<file path="config.mk">
export PLATFORM = sky130hd
export DESIGN_NAME = irq_sequencer
export DESIGN_NICKNAME = d
export VERILOG_FILES = /design/src/rtl/irq_sequencer.sv
export SDC_FILE = /design/constraint.sdc
export NUM_CORES = 1
export LEC_CHECK = 0
export CAP_MARGIN = 25
export CELL_PAD_IN_SITES_DETAIL_PLACEMENT = 1
export CELL_PAD_IN_SITES_GLOBAL_PLACEMENT = 1
export CORE_MARGIN = 2
export CORE_UTILIZATION = 31
export CTS_BUF_LIST = sky130_fd_sc_hd__clkbuf_4 sky130_fd_sc_hd__clkbuf_8
export DETAILED_ROUTE_END_ITERATION = 6
export HOLD_SLACK_MARGIN = 0.05
export PLACE_DENSITY_LB_ADDON = 0.1
export SYNTH_ARGS = -nofsm -noshare
export SYNTH_HDL_FRONTEND = slang
export SYNTH_SLANG_ARGS = --single-unit
</file>
<file path="constraint.sdc">
create_clock -name clk -period 1.95 [get_ports clk]
set_clock_uncertainty 0.2 [all_clocks]
set_input_delay 0.39 -clock clk [delete_from_list [all_inputs] [get_ports clk]]
set_output_delay 0.39 -clock clk [all_outputs]
set_load 0.02 [all_outputs]
</file>
<file path="src/rtl/irq_sequencer.sv">
`timescale 1ns/1ps
`default_nettype none
// ============================================================================
//  Module   : irq_sequencer
//  Purpose  : Multi-channel interrupt sequencer. Accepts NUM_IRQ maskable,
//             prioritised requests (lowest unmasked index wins). On acceptance
//             it stalls fetch, waits for the pipeline to drain, pushes the
//             resume PC as 16-bit words (most significant first), then the
//             zero-extended flags, loads the per-channel vector into the PC
//             and holds in-service until end-of-interrupt.
//  Ports    : clk, rst (async, active-low)
//             irq_in/mask_we/mask_data   - request lines and mask register
//             pipe_empty/mem_busy        - pipeline drain / push backpressure
//             resume_pc/flags            - context captured at drain end
//             eoi                        - RTI retired, ends service
//             stall_fetch/push_valid/push_data/pc_write/pc_value
//             irq_active/irq_id/pending  - status
//  Revision : 1.0 - initial release
// ============================================================================
module irq_sequencer #(
   parameter int unsigned NUM_IRQ       = 4,
   parameter int unsigned PC_WIDTH      = 32,
   parameter int unsigned FLAG_WIDTH    = 3,
   parameter logic [NUM_IRQ-1:0]  EDGE_MASK     = '1,
   parameter logic [PC_WIDTH-1:0] VECTOR_BASE   = '0,
   parameter logic [PC_WIDTH-1:0] VECTOR_STRIDE = PC_WIDTH'(2),
   localparam int unsigned ID_W = $clog2(NUM_IRQ)
) (
   input  logic                  clk,
   input  logic                  rst,
   input  logic [NUM_IRQ-1:0]    irq_in,
   input  logic                  mask_we,
   input  logic [NUM_IRQ-1:0]    mask_data,
   input  logic                  pipe_empty,
   input  logic                  mem_busy,
   input  logic [PC_WIDTH-1:0]   resume_pc,
   input  logic [FLAG_WIDTH-1:0] flags,
   input  logic                  eoi,
   output logic                  stall_fetch,
   output logic                  push_valid,
   output logic [15:0]           push_data,
   output logic                  pc_write,
   output logic [PC_WIDTH-1:0]   pc_value,
   output logic                  irq_active,
   output logic [ID_W-1:0]       irq_id,
   output logic [NUM_IRQ-1:0]    pending
);

   localparam int unsigned C_PC_WORDS = PC_WIDTH / 16;
   localparam int unsigned C_CNT_W    = (C_PC_WORDS > 1) ? $clog2(C_PC_WORDS) : 1;

   typedef enum logic [2:0] {
      S_IDLE     = 3'd0,
      S_DRAIN    = 3'd1,
      S_PUSH_PC  = 3'd2,
      S_PUSH_FLG = 3'd3,
      S_VECTOR   = 3'd4,
      S_SERVICE  = 3'd5
   } state_t;

   state_t                r_state;
   logic [NUM_IRQ-1:0]    r_mask;
   logic [NUM_IRQ-1:0]    r_prev_irq;
   logic [PC_WIDTH-1:0]   r_pc_sh;   // captured PC, shifted up as words go out
   logic [FLAG_WIDTH-1:0] r_flags;
   logic [C_CNT_W-1:0]    r_cnt;     // words still to push after the current one

   logic [NUM_IRQ-1:0]    w_eligible;
   logic [NUM_IRQ-1:0]    w_rise;
   logic [NUM_IRQ-1:0]    w_accept_clr;
   logic [ID_W-1:0]       w_winner;
   logic                  w_accept;
   logic [PC_WIDTH-1:0]   w_vector;

   assign w_eligible = pending & ~r_mask;
   assign w_rise     = irq_in & ~r_prev_irq;
   assign w_accept   = (r_state == S_IDLE) && (w_eligible != '0);
   assign w_vector   = VECTOR_BASE + (PC_WIDTH'(irq_id) * VECTOR_STRIDE);

   // Lowest eligible index wins: scan downward so the last hit is the lowest.
   always_comb begin
      w_winner = '0;
      for (int i = int'(NUM_IRQ) - 1; i >= 0; i--) begin
         if (w_eligible[i]) begin
            w_winner = ID_W'(i);
         end
      end
   end

   always_comb begin
      w_accept_clr = '0;
      if (w_accept) begin
         w_accept_clr[w_winner] = 1'b1;
      end
   end

   // Request capture. Edge channels: a rising edge in the same cycle as the
   // acceptance clear wins. Level channels simply mirror the registered line.
   always_ff @(posedge clk or negedge rst) begin
      if (!rst) begin
         r_prev_irq <= '0;
         r_mask     <= '1;
         pending    <= '0;
      end else begin
         r_prev_irq <= irq_in;
         if (mask_we) begin
            r_mask <= mask_data;
         end
         pending <= (EDGE_MASK & ((pending & ~w_accept_clr) | w_rise))
                  | (~EDGE_MASK & irq_in);
      end
   end

   // Sequencer. Outputs are registered and loaded together with the state
   // they belong to, so they always reflect the current registered state.
   always_ff @(posedge clk or negedge rst) begin
      if (!rst) begin
         r_state     <= S_IDLE;
         irq_id      <= '0;
         stall_fetch <= 1'b0;
         push_valid  <= 1'b0;
         push_data   <= '0;
         pc_write    <= 1'b0;
         pc_value    <= '0;
         irq_active  <= 1'b0;
         r_pc_sh     <= '0;
         r_flags     <= '0;
         r_cnt       <= '0;
      end else begin
         case (r_state)
            S_IDLE: begin
               if (w_accept) begin
                  r_state     <= S_DRAIN;
                  irq_id      <= w_winner;
                  stall_fetch <= 1'b1;
               end
            end
            S_DRAIN: begin
               if (pipe_empty) begin
                  r_state    <= S_PUSH_PC;
                  push_valid <= 1'b1;
                  push_data  <= resume_pc[PC_WIDTH-1 -: 16];
                  r_pc_sh    <= resume_pc << 16;
                  r_flags    <= flags;
                  r_cnt      <= C_CNT_W'(C_PC_WORDS - 1);
               end
            end
            S_PUSH_PC: begin
               if (!mem_busy) begin
                  if (r_cnt == '0) begin
                     r_state   <= S_PUSH_FLG;
                     push_data <= 16'(r_flags);
                  end else begin
                     r_cnt     <= r_cnt - C_CNT_W'(1);
                     push_data <= r_pc_sh[PC_WIDTH-1 -: 16];
                     r_pc_sh   <= r_pc_sh << 16;
                  end
               end
            end
            S_PUSH_FLG: begin
               // Fetch stays frozen here; it is released only in SERVICE.
               if (!mem_busy) begin
                  r_state    <= S_VECTOR;
                  push_valid <= 1'b0;
                  push_data  <= '0;
                  pc_write   <= 1'b1;
                  pc_value   <= w_vector;
               end
            end
            S_VECTOR: begin
               r_state     <= S_SERVICE;
               pc_write    <= 1'b0;
               pc_value    <= '0;
               stall_fetch <= 1'b0;
               irq_active  <= 1'b1;
            end
            S_SERVICE: begin
               if (eoi) begin
                  r_state    <= S_IDLE;
                  irq_active <= 1'b0;
               end
            end
            default: begin
               r_state <= S_IDLE;
            end
         endcase
      end
   end

endmodule
`default_nettype wire

</file>
==> metrics.md, run 1 <==
| Metric | Value |
|---|---|
| Core Area | roughly 0.0091 mm² |
| Worst Hold Class | reg -> reg |
| Placement Cell Area | roughly 0.0037 mm² |
| Crit Reg-Reg Endpoint | irq_id[0] |
| Power per cell area | 1604 mW/mm² |
| Clock Sink Count | 59 |
| N_diodes | 0 |
| IO Pins | ~110 |
| Avg WL per Cell | 14.52 µm |
| Fillers | about 1000 |
| CP Launch Type | flip-flop |
| Hold_sp | r_prev_irq[2] |
| DR iter-0 viols | 42 |
| CTS tree | built |
| Reg-to-Reg Start | r_mask[0] |
| Critical path fanouts, max | 3 |
| Unrepaired setup endpoints after global routing | no |
| Setup slack after layout | slightly above 60 ps |
| Core Util, Final | 0.4376 |
| Clk pin slew, worst setup/hold paths | around 70 ps |
| Status | completed |
| Required @ worst endpoint | between 1000 and 1500 ps |
| Worst setup EP type | output pin |
| Total leakage power | between 0.0015 and 0.002 µW |
| CP arrival | around 1300 ps |
| Initial DRT Pass Iterations | 4 |
| DR WL met3 | about 280 µm |
| Nets | approximately 400 |
| WHS | between 200 and 250 ps |
| Avg Synthesized Cell Area | 10.80 µm² |
| Setup TNS | 0 ps |
| Tmin final | approximately 1900 ps |
| Post-CTS setup buffer count | 0 |
| PortBufs | 76 |
| Worst reg-to-reg setup slack | ~60 ps |
| Num CTS Buffers | 9 |
| Final setup vio count | 0 |
| Total wire length | slightly below 7000 µm |
| First-pass GRT wire length | between 10000 and 15000 µm |
| Fmax | 529.2 MHz |
| Peak supply drop | 0.4849 mV |
| Chip Height | 100.3 µm |
| Die area | between 0.01 and 0.015 mm² |
| # DRC | 0 |
| Synth Register Bits | 59 |
| Hold endpoint | pending[2] |
| Crit path cell chain | clkdlybuf4s50_1 |
| Post-Synthesis Cells | 266 |
| Die W | between 100 and 150 µm |
| Layout cell share with drive strength beyond 1 | 0.1722 |
| H-tree levels | 3 |
| Synth area leader | dfrtp_1 |
| DP Wirelength | between 4000 and 5000 µm |
| Initial antenna violation count | 0 |
| Synth cell types | 30 |
| Tcrit/Tclk final | 0.9690 |
| Area delta synth->final | 38.70% |
| YS warnings | 0 |
| Most common cell after layout, fill and taps aside | clkdlybuf4s50_1 |
| DR top layer | met4 |
| Starting Density | 0.3155 |
| Metal2 WL | between 3000 and 4000 µm |
| Max Slew Vio Count | 0 |
| Crit Path Class | reg -> out |
| Clk buf depth | 2 |
| Worst R2R Path Depth | 4 |
| Most frequent cells in the layout | clkdlybuf4s50_1 (63), dfrtp_1 (55), conb_1 (30) |
| Largest net degree at the start of global routing | between 40 and 50 |
| Seq/Total Area, Yosys | 0.5155 |
| Design Area, Final | between 0.003 and 0.004 mm² |
| Wl on met1 | about 3200 µm |
| Grt ovf | 0 |
| Worst path buffer plus inverter count | 1 |
| Hold depth | 1 |
| GRT Util Overall | 0.1451 |
| Vias in the first global route | about 2300 |
| Place WS | -229.9 ps |
| Vias per Instance | 4.620 |
| GP Congestion | ~0.7 |
| Clk_lat worst skew | about 330 ps |
| Detail Route Antenna Nets | 0 |
| Max cap viols | 0 |
| Via Count | around 2200 |
| CP peak stage delay | just over 600 ps |
| Post-synth top area share | 0.4789 |
| Std-Cell Rows | 35 |
| Clock root buffer | clkbuf_8 |
| Area contributors post-synth | dfrtp_1 (48%), buf_4 (7.8%), mux2_4 (5.2%), mux2_2 (4.7%), nor2b_1 (4.6%) |
| Final hold vios | 0 |
| Synth Cell Area | around 0.0029 mm² |
| CP delay by family, top | buffers and inverters |
| Slowest cell on crit path | clkdlybuf4s50_1 |
state kept, by name, summed over array words and instances, names as in the netlist, 2 cells and up:
register,cells
pc_value,2
push_data,16
r_pc_sh,16
r_prev_irq,4
irq_id,2
pending,4
r_flags,3
r_mask,4
r_state,3
cell type report:
type	count	area (µm²)	share of cell area
Sequential cell	59	1481	0.3716
Multi-Input combinational cell	184	1175	0.2947
Timing Repair Buffer	93	945.9	0.2373
Clock buffer	14	180.2	0.04520
Tap cell	111	138.9	0.03484
Clock inverter	2	35.03	0.008788
Inverter	8	30.03	0.007533
how the worst max path moves through the flow:
stage | end | start | cells after the start | slack [ps]
6_report | pending[1] | pending[1] | 1 | 60
5_1_grt | push_data[6] | push_data[6] | 1 | 1
4_1_cts | pc_value[1] | pc_value[1] | 1 | 4
3_5_place_dp | r_pc_sh[19] | pipe_empty | 6 | -230
3_3_place_gp | r_pc_sh[20] | pipe_empty | 6 | -210
2_1_floorplan | irq_id[0] | pending[0] | 4 | 20
worst register-to-register path: cells and delay by family (launching register included):
kind | cells | cell delay (ps)
flops | 1 | 540
mux | 1 | 320
simple gates | 3 | 700
what timing repair did:
| item | in CTS | in global routing |
|---|---|---|
| gates cloned | 0 | 0 |
| hold buffers | 1 | 0 |
| resized for setup | 2 | 11 |
| endpoints found under the hold margin | 12 | 0 |
| setup endpoints to repair | 2 | 12 |
power breakdown:
part	total, µW	switching [µW]	internal [µW]
registers	2110	326	1790
logic	3080	1550	1530
clock network	1200	478	723
metrics by stage:
stage / total power [µW] / cells
after floorplan: 4058 / 295
after global placement: 5227 / 454
after detailed placement: 5306 / 454
after CTS: 6522 / 471
after global routing: 6896 / 471
final: 6395 / 471
synthesized netlist by cell type:
master and count:
nand2_1 5, clkbuf_1 8, o21ai_0 13, mux2_4 10, mux2_1 6, nand3b_1 1
nand3_1 1, a21o_1 3, a22oi_1 16, nor2b_1 21, o31ai_1 2, conb_1 1
mux2_2 12, o41ai_1 2, or4_1 1, buf_6 3, nor2_1 26, inv_1 8
nand2b_1 4, o22ai_1 2, or3_1 1, dfrtp_1 55, nor3_1 1, buf_2 3
and3_4 1, o32ai_1 1, a21oi_1 24, o21ai_1 1, buf_4 30, dfstp_2 4
cells by family (layout without fill, tap and decap cells):
logic type / Yosys count / count (layout) / synth area share
compound gates: 64 / 64 / 0.1345
buf+inv: 52 / 117 / 0.1162
flops: 59 / 59 / 0.5155
simple gates: 62 / 62 / 0.1097
other cells: 1 / 30 / 0.001305
mux: 28 / 28 / 0.1228
layer usage:
layer,up-vias,GRT usage
li1,1032,-
met1,1071,0.1806
met2,66,0.2421
met3,7,0.03203
met4,0,0.06322
met5,-,0
(Power assumes the default switching activity.)
==> run 2, diff against run 1 <==
--- a/config.mk
+++ b/config.mk
@@ -5,7 +5,6 @@
 export SDC_FILE = /design/constraint.sdc
 export NUM_CORES = 1
 export LEC_CHECK = 0
-export CAP_MARGIN = 25
 export CELL_PAD_IN_SITES_DETAIL_PLACEMENT = 1
 export CELL_PAD_IN_SITES_GLOBAL_PLACEMENT = 1
 export CORE_MARGIN = 2
==> results of run 2 <==
Same layout as run 1: the final DEF is identical, and so are final timing and power.
